`config.mk`:
```
export PLATFORM = sky130hd
export DESIGN_NAME = hazard_scoreboard
export DESIGN_NICKNAME = d
export VERILOG_FILES = /design/src/rtl/hazard_pkg.sv /design/src/rtl/hazard_match.sv /design/src/rtl/hazard_scoreboard.sv
export SDC_FILE = /design/constraint.sdc
export NUM_CORES = 1
export LEC_CHECK = 0
export CORE_MARGIN = 2
export CORE_UTILIZATION = 28
export CTS_CLUSTER_SIZE = 40
export DETAILED_ROUTE_END_ITERATION = 8
export PLACE_DENSITY_LB_ADDON = 0.2
export SLEW_MARGIN = 20
export SYNTH_ARGS = -nofsm -noshare
export SYNTH_HDL_FRONTEND = slang
export SYNTH_SLANG_ARGS = --single-unit
```
`constraint.sdc`:
```
create_clock -name clk -period 5 [get_ports clk]
set_input_delay 1.25 -clock clk [delete_from_list [all_inputs] [get_ports clk]]
set_output_delay 1.25 -clock clk [all_outputs]
set_load 0.02 [all_outputs]
```
`src/rtl/hazard_pkg.sv`:
```
// hazard_pkg
//   Shared definitions for the hazard scoreboard slice.
//   - Stage encodings used on the forwarding-select outputs
//     (REG = regfile, E, M, W).
//   - Width of the tnew/tuse timing fields.
//   - The record stored for each in-flight instruction (one per stage E..W).
//   - A small saturating-decrement helper for tnew.
package hazard_pkg;

  localparam int STAGE_REG = 0;
  localparam int STAGE_E   = 1;
  localparam int STAGE_M   = 2;
  localparam int STAGE_W   = 3;

  localparam int TW = 2;

  // Upper bound on the number of source operands a stage record can carry.
  localparam int SRC_MAX = 4;

  typedef logic [TW-1:0] timing_t;
  typedef logic [4:0]    regNum_t;

  typedef struct packed {
    logic                       valid;
    logic                       we;
    regNum_t                    dst;
    timing_t                    tnew;
    regNum_t [SRC_MAX-1:0]      src;
    logic    [SRC_MAX-1:0]      srcUsed;
    logic                       mdStart;
    logic                       mdDiv;
  } entry_t;

  // Result readiness counts down once per stage advance and sticks at zero.
  function automatic timing_t decSat(input timing_t t);
    return (t == '0) ? '0 : timing_t'(t - 1'b1);
  endfunction

endpackage

```
`src/rtl/hazard_match.sv`:
```
// hazard_match
//   Youngest-producer selection for one consumer operand.
//   Scans the in-flight stages strictly older than the consumer stage and
//   picks the youngest one that writes the consumer's register. Register 0
//   never matches.
// Parameters
//   NST      pipeline depth from D through W
//   CONSUMER stage index of the consumer (0 = D, 1 = E)
// Ports
//   src        register number read by the consumer
//   prodValid  per-stage valid bit (stages 1..NST-1)
//   prodWe     per-stage write-enable
//   prodDst    per-stage destination register
//   prodTnew   per-stage remaining cycles until the result is forwardable
//   stage      matched stage index, 0 when no producer matches
//   tnew       tnew of the matched producer, 0 when no producer matches
module hazard_match
  import hazard_pkg::*;
#(
  parameter  int NST      = 4,
  parameter  int CONSUMER = 0,
  localparam int SW       = $clog2(NST)
) (
  input  regNum_t              src,
  input  logic    [NST-1:1]    prodValid,
  input  logic    [NST-1:1]    prodWe,
  input  regNum_t [NST-1:1]    prodDst,
  input  timing_t [NST-1:1]    prodTnew,
  output logic    [SW-1:0]     stage,
  output timing_t              tnew
);

  // Walk from the oldest stage towards the youngest so that the last hit
  // written (the smallest stage index above the consumer) wins. Only the
  // youngest writer carries the architecturally current value, so older
  // copies are deliberately ignored even if they are already ready.
  always_comb begin
    stage = '0;
    tnew  = '0;
    for (int p = NST-1; p >= 1; p--) begin
      if ((p > CONSUMER) && prodValid[p] && prodWe[p] &&
          (prodDst[p] != '0) && (prodDst[p] == src)) begin
        stage = SW'(p);
        tnew  = prodTnew[p];
      end
    end
  end

endmodule

```
`src/rtl/hazard_scoreboard.sv`:
```
// hazard_scoreboard
//   Tracks instructions in stages E..W, produces forwarding selects for the
//   D and E consumers, and raises a stall for RAW hazards the forwarding
//   network cannot cover yet and for mult/div unit conflicts.
// Parameters
//   NSRC      source operands per instruction
//   NST       pipeline depth from D through W
//   MULT_CYC  mult busy cycles
//   DIV_CYC   div busy cycles
// Ports
//   clk, rst_n               clock, asynchronous active-low reset
//   d_valid                  D-stage instruction valid
//   d_src / d_src_used       D source registers and their read flags
//   d_tuse                   per source: cycles after D until consumed
//   d_we / d_dst / d_tnew    D destination write info and result latency
//   d_md_use / d_md_start / d_md_div   mult/div usage of the D instruction
//   stall                    freeze PC/F/D, bubble into E
//   fwd_sel_d / fwd_sel_e    per source forwarding stage (0 = regfile)
//   md_busy                  mult/div unit busy
module hazard_scoreboard
  import hazard_pkg::*;
#(
  parameter  int NSRC     = 2,
  parameter  int NST      = 4,
  parameter  int MULT_CYC = 5,
  parameter  int DIV_CYC  = 10,
  localparam int SW       = $clog2(NST)
) (
  input  logic                 clk,
  input  logic                 rst_n,
  input  logic                 d_valid,
  input  logic [NSRC*5-1:0]    d_src,
  input  logic [NSRC-1:0]      d_src_used,
  input  logic [NSRC*TW-1:0]   d_tuse,
  input  logic                 d_we,
  input  logic [4:0]           d_dst,
  input  logic [TW-1:0]        d_tnew,
  input  logic                 d_md_use,
  input  logic                 d_md_start,
  input  logic                 d_md_div,
  output logic                 stall,
  output logic [NSRC*SW-1:0]   fwd_sel_d,
  output logic [NSRC*SW-1:0]   fwd_sel_e,
  output logic                 md_busy
);

  localparam int MD_MAX = (MULT_CYC > DIV_CYC) ? MULT_CYC : DIV_CYC;
  localparam int MDW    = $clog2(MD_MAX + 1);

  entry_t               entryQ [1:NST-1];
  entry_t               dEntry;
  logic    [NST-1:1]    prodValid;
  logic    [NST-1:1]    prodWe;
  regNum_t [NST-1:1]    prodDst;
  timing_t [NST-1:1]    prodTnew;
  timing_t [NSRC-1:0]   tnewD;
  timing_t [NSRC-1:0]   unusedTnewE;
  logic                 rawStall;
  logic    [MDW-1:0]    mdCount;
  logic                 unusedEntryBits;

  // Build the record that enters E. A stalled or invalid D slot becomes an
  // all-zero bubble, so stale register numbers never linger in E.
  always_comb begin
    dEntry = '0;
    if (d_valid && !stall) begin
      dEntry.valid   = 1'b1;
      dEntry.we      = d_we;
      dEntry.dst     = d_dst;
      dEntry.tnew    = d_tnew;
      dEntry.mdStart = d_md_start;
      dEntry.mdDiv   = d_md_div;
      for (int k = 0; k < NSRC; k++) begin
        dEntry.src[k]     = d_src[k*5 +: 5];
        dEntry.srcUsed[k] = d_src_used[k];
      end
    end
  end

  // Stage records shift one place every cycle. A stall only affects what
  // enters E (the bubble above); older instructions keep draining, and their
  // tnew counts down on each move.
  always_ff @(posedge clk or negedge rst_n) begin
    if (!rst_n) begin
      for (int p = 1; p < NST; p++) begin
        entryQ[p] <= '0;
      end
    end else begin
      entryQ[1] <= dEntry;
      for (int p = 2; p < NST; p++) begin
        entryQ[p]      <= entryQ[p-1];
        entryQ[p].tnew <= decSat(entryQ[p-1].tnew);
      end
    end
  end

  // Flatten the producer-side fields so each matcher sees plain vectors.
  always_comb begin
    prodValid = '0;
    prodWe    = '0;
    prodDst   = '0;
    prodTnew  = '0;
    for (int p = 1; p < NST; p++) begin
      prodValid[p] = entryQ[p].valid;
      prodWe[p]    = entryQ[p].we;
      prodDst[p]   = entryQ[p].dst;
      prodTnew[p]  = entryQ[p].tnew;
    end
  end

  // One matcher per operand for the D consumer and one for the E consumer.
  // The E matchers read the register numbers latched with the instruction.
  for (genvar k = 0; k < NSRC; k++) begin : gSrc
    hazard_match #(
      .NST      (NST),
      .CONSUMER (STAGE_REG)
    ) uMatchD (
      .src       (d_src[k*5 +: 5]),
      .prodValid (prodValid),
      .prodWe    (prodWe),
      .prodDst   (prodDst),
      .prodTnew  (prodTnew),
      .stage     (fwd_sel_d[k*SW +: SW]),
      .tnew      (tnewD[k])
    );

    hazard_match #(
      .NST      (NST),
      .CONSUMER (STAGE_E)
    ) uMatchE (
      .src       (entryQ[1].src[k]),
      .prodValid (prodValid),
      .prodWe    (prodWe),
      .prodDst   (prodDst),
      .prodTnew  (prodTnew),
      .stage     (fwd_sel_e[k*SW +: SW]),
      .tnew      (unusedTnewE[k])
    );
  end

  // RAW hazard: an operand that is really read needs its youngest producer
  // to be ready no later than the cycle the operand is consumed.
  always_comb begin
    rawStall = 1'b0;
    for (int k = 0; k < NSRC; k++) begin
      if (d_src_used[k] && (fwd_sel_d[k*SW +: SW] != '0) &&
          (tnewD[k] > d_tuse[k*TW +: TW])) begin
        rawStall = 1'b1;
      end
    end
  end

  // Mult/div busy counter. It is loaded the cycle after a start sits in E
  // and then counts down; while the start itself is in E the unit already
  // reports busy through md_busy below.
  always_ff @(posedge clk or negedge rst_n) begin
    if (!rst_n) begin
      mdCount <= '0;
    end else if (entryQ[1].valid && entryQ[1].mdStart) begin
      mdCount <= entryQ[1].mdDiv ? MDW'(DIV_CYC) : MDW'(MULT_CYC);
    end else if (mdCount != '0) begin
      mdCount <= mdCount - 1'b1;
    end
  end

  assign md_busy = (mdCount != '0) | (entryQ[1].valid & entryQ[1].mdStart);
  assign stall   = d_valid & (rawStall | (d_md_use & md_busy));

  // Not every stored field is consumed in every stage; fold them into a
  // dummy so the full record can stay uniform across stages.
  always_comb begin
    unusedEntryBits = 1'b0;
    for (int p = 1; p < NST; p++) begin
      unusedEntryBits = unusedEntryBits ^ (^entryQ[p]);
    end
  end

endmodule
```
Word-level counts from Yosys, hierarchy flattened:

Cells that the tools add are included.

* add/sub/neg operators: 3
* multipliers: 0
* div/mod/pow operators: 0
* magnitude comparators: 2
* equal/unequal tests: 10
* shift operators: 0
* muxes and demuxes: 26
* bitwise logic cells: 5
* reductions and logical operators: 32

Operator list (number)
* $eq A5 B5 Y1: 10
* $mux W2: 19
* $logic_and A1 B1 Y1: 22
* $reduce_bool A5 Y1: 3
* $mux W4: 3
* $mux W10: 1
* $mux W9: 1
* $reduce_bool A2 Y1: 3
* $gt A2 B2 Y1: 2
* $logic_not A2 Y1: 2
* $reduce_bool A4 Y1: 1
* $sub A2 B1 Y2 const B: 2
* $sub A4 B1 Y4 const B: 1
* $and A1 B1 Y1: 3
* $mux W1: 2
* $or A1 B1 Y1: 2
* $logic_not A1 Y1: 1

* bits in registers: 43
* latch bits: 0
* memory bits (writable): 0
* memory bits (read-only): 0
* input port bits: 30
* output and inout bits: 10
* memories kept: 0

Logic depth before layout (Yosys ltp):

* depth in word-level cells: 16
* depth in mapped cells: 13
* depth with buffers taken out: 10

Cells and area by module:

Synthesis repeated with hierarchy kept, for this count alone.

* cells, all modules: 276
* area, all modules: 2757.6 um^2

Modules (own cells, without submodules)
* hazard_scoreboard: instances 1, cells each 132, area an instance 1784.2 um^2
* hazard_match at gSrc[0].uMatchD ...: instances 2, cells each 42, area an instance 277.8 um^2
* hazard_match at gSrc[0].uMatchE ...: instances 2, cells each 30, area an instance 209.0 um^2

Worst setup path before layout:

No wires, ideal clock.

* path kind: input to output
* start: input d_src[8]
* end: output stall
* arrival time: 3480 ps
* slack: 270 ps
* stages: 10
* path through: xor2_1 > or4_1 > buf_6 > mux2_2 > a21oi_1 > ha_1 > nor2b_1 > o211ai_1 > a31oi_4 > o31a_2

* longest elaborated chain between the ends: 11
* elaborated cells on any way between the ends: 19

RTL lines
* start, declared: RTL line hazard_scoreboard.sv:32 `input logic [NSRC*5-1:0] d_src,`
* branches (longest 7 deep; another with $gt A2 B2 Y1)
* $logic_and A1 B1 Y1 (*): RTL line hazard_scoreboard.sv:146 `if (d_src_used[k] && (fwd_sel_d[k*SW +: SW] != '0) &&`
* $mux W1 (*): RTL line hazard_scoreboard.sv:146
* $or A1 B1 Y1 (*): RTL line hazard_scoreboard.sv:167 `assign stall = d_valid & (rawStall | (d_md_use & md_busy));`
* $and A1 B1 Y1 (*): RTL line hazard_scoreboard.sv:167
* end, declared: RTL line hazard_scoreboard.sv:41 `output logic stall,`

Every way passes the cells marked *.

Worst setup path after layout:

* start: input d_src[6]
* end: output stall

Same word-level chain as after synthesis.

==> results by group <==
Synth
  – Number of synthesized flops with an enable pin: 0
  – Synth Cell Area: 2660 µm²
  – Cell variety after synth: 42
  – Avg Inst Size Synth: 10.7 µm²
  – Cells after Synth: 250
  – Syn_nets: between 200 and 300
  – Syn. warnings: 0
  – Fraction of registers with async set/reset: 1.00
  – Flops & latches, synth: 43
  – Share of the yosys chip area belonging to registers: 0.404
  – Primary FF master, synth: dfrtp_1

Route
  – Residual DRC: 0
  – Via density: 4.60
  – Final Routed Wirelength: 6.69 mm
  – Routed len/inst: 15.3 µm
  – DR vias: 2009
  – Initial DRC count: 116
  – Detail Route Antenna Nets: 0
  – Iteration count of the initial detailed-routing pass: 4

CTS
  – CTS Root Cell: clkbuf_8
  – Clk pin slew, worst setup/hold paths: 0.08 ns
  – Hold_buf cts: 0
  – Clock Latency Late Sink: 0.30 ns
  – CTS Buf Count: 5
  – TritonCTS sink count: 43
  – Max H-tree Level: 2
  – CTS tree: done
  – Maximum root-to-sink buffer count: 2

Placed design
  – Number of port buffers: 39
  – HPWL after DPL: approximately 5.0 mm
  – GPL Wtd Cong: 0.803

Die
  – Initial Util: 0.288
  – DIE AREA: 10300 µm²
  – Die width: 102 µm
  – I/O pins: 40
  – # rows: 35
  – Core area: 9240 µm²
  – DIE HEIGHT: slightly above 100 µm

Finish
  – Area delta synth->final: 30.6%
  – ANT cells: 0
  – Nets@finish: 342
  – Share of layout cells above drive strength 1: 0.295

Power and ir drop
  – Sw Ratio: 0.323
  – Pwr/cell area: 275 nW/µm²
  – Clock Power Share: 0.246
  – Pint: 0.647 mW
  – NetSw: 0.309 mW
  – Reg power frac: 0.454
  – VDD IR-drop max: 0.144 mV
  – Fraction of power consumed by combinational cells: 0.300
  – Leakage: 1.58 nW
  – Tot Pwr: 0.956 mW

Worst setup path
  – Reg2Reg Setup Slack: 1.76 ns
  – Critical Path RT: approximately 3.8 ns
  – Critical Path Max Stage Delay: 0.53 ns
  – CP Cell Sequence: buf_6 -> xnor2_2 -> nand3_1 -> or4_4 -> mux2_4 -> a21oi_2 -> ha_1 -> nor2b_1 -> o211ai_1 -> a31oi_4 -> o31a_2 -> buf_6
  – WP buf/inv: 2
  – Most common cell on crit path: buf_6
  – Crit Path Class: primary input to primary output
  – Crit-path leading delay family: compound AO/OA/AOI/OAI gates
  – Crit-path max FO: 2
  – Crit-path slowest cell: or4_4
  – Worst Setup End Kind: primary output
  – Startpoint types: primary input
  – Critical Path AT: 3.75 ns

Hold path
  – Hold Crit Class: flip-flop to flip-flop

STA
  – Final hold slack: between 0.3 and 0.4 ns
  – Final Critical Period: approximately 5 ns
  – Clk_skew: 0.00653 ns
  – Tcrit/Tclk final: 1.00
  – Endpoints failing setup: 0
  – Max-slew headroom: 0.585
  – Final hold violation count: 0
  – RSZ-0062 raised after global routing: true
  – Fmax: around 200 MHz
  – Worst slew pin tran: slightly above 0.6 ns
  – Slew Limit Fails: 0

GRT
  – Vias in the first global route: 2063
  – Remaining global-route overflow: 0
  – Largest net degree at the start of global routing: 44
  – GRT Overall Usage: 0.142
  – Initial antenna violation count: 0
  – Global-route wire length before repair: 11.1 mm

Flow run
  – Max-Cap Viols: 0

Status
  – Status: complete, no violations
metrics by stage:
stage / setup TNS (ns) / worst slack [ns] / instance area (µm²) / instances / utilization
after global routing: -0.107 / -0.107 / 3480 / 437 / 0.377
after CTS: -0.0342 / -0.0342 / 3450 / 436 / 0.374
after floorplan: 0 / 0.270 / 2660 / 250 / -
after global placement: -1.18 / -1.04 / 3290 / 427 / 0.357
after detailed placement: -1.14 / -1.01 / 3290 / 427 / 0.357
final: 0 / 0.00139 / 3480 / 437 / 0.377
what timing repair did:
action / CTS / global route
setup endpoints to repair: 3 / 1
gates resized for setup: 62 / 0
pin swaps: 14 / 2
setup buffers: 1 / 0
cells by family after synthesis:
| kind of cell | share of synthesized area |
|---|---|
| simple gates | 0.238 |
| xor+xnor | 0.168 |
| fa+ha+maj | 0.0235 |
| flops | 0.404 |
| buf+inv | 0.0672 |
| compound gates | 0.0766 |
| mux | 0.0235 |
synth_stat cells (all sizes together) (2+ instances only):
cell type | count | area share
a21oi | 4 | 0.0075
a31oi | 6 | 0.025
and2 | 2 | 0.0047
buf | 13 | 0.042
clkbuf | 9 | 0.014
dfrtp | 43 | 0.40
ha | 5 | 0.023
inv | 8 | 0.011
mux2 | 2 | 0.0085
mux2i | 4 | 0.015
nand2 | 28 | 0.039
nand3 | 6 | 0.016
nand4 | 6 | 0.014
nor2 | 7 | 0.0099
nor2b | 3 | 0.0070
nor3 | 5 | 0.0094
nor4 | 23 | 0.10
o211ai | 4 | 0.013
o21ai | 5 | 0.0094
or4 | 7 | 0.024
xnor2 | 18 | 0.059
xor2 | 33 | 0.11
per-layer routing:
metal | wire (µm) | vias to the layer above | GRT usage
met1 | 3040 | 983 | 0.182
met2 | 3350 | 37 | 0.242
met3 | 170 | 7 | 0.0235
li1 | - | 982 | -
met5 | 0 | - | 0
met4 | 128 | 0 | 0.0457
sequential cells by signal, indices dropped and copies added, names as in the netlist:
| signal | flops |
|---|---|
| mdCount | 4 |
| entryQ | 39 |
power by group through the flow:
stage / Sequential [mW] / Clock, mW / Combinational, mW
after floorplan: 0.424 / 0 / 0.191
after global placement: 0.441 / 0 / 0.276
after detailed placement: 0.441 / 0 / 0.281
after CTS: 0.435 / 0.245 / 0.287
after global routing: 0.441 / 0.263 / 0.318
final: 0.434 / 0.236 / 0.287
cells in the final DEF (no fill, tap or decap), types with 6 or more instances in the layout:
master,count
clkbuf_8,6
inv_1,8
nor2_1,6
nor4_2,19
buf_4,31
buf_6,6
nand2_1,28
or4_4,6
xor2_1,33
nand4_1,6
dfrtp_1,43
xnor2_1,16
clkdlybuf4s50_1,27
layout make-up:
cell class	instances	area, µm²
Fill cell	929	5760
Multi-Input combinational cell	177	1460
Sequential cell	43	1080
Timing Repair Buffer	72	651
Tap cell	129	161
Clock buffer	6	82.6
Inverter	8	30.0
Clock inverter	2	16.3
worst reg2reg max path: cells and delay by family (launching register included):
family,cells,cell delay (ns)
mux,1,0.30
flops,1,0.38
simple gates,4,1.20
fa+ha+maj,1,0.24
buf+inv,1,0.25
compound gates,4,0.77
path summary, 6_finish.rpt:
| kind | startpoint | to | depth (start not counted) |
|---|---|---|---|
| hold reg to reg | entryQ[103] | entryQ[68] | 0 |
| max in group asynchronous | rst_n | entryQ[27] | 2 |
| setup / recovery | d_src[6] | stall | 12 |
| setup reg to reg | entryQ[63] | entryQ[84] | 11 |
| hold / removal | entryQ[103] | entryQ[68] | 0 |
| min in group asynchronous | rst_n | mdCount[1] | 1 |
Power figures use the tool's default switching activity.
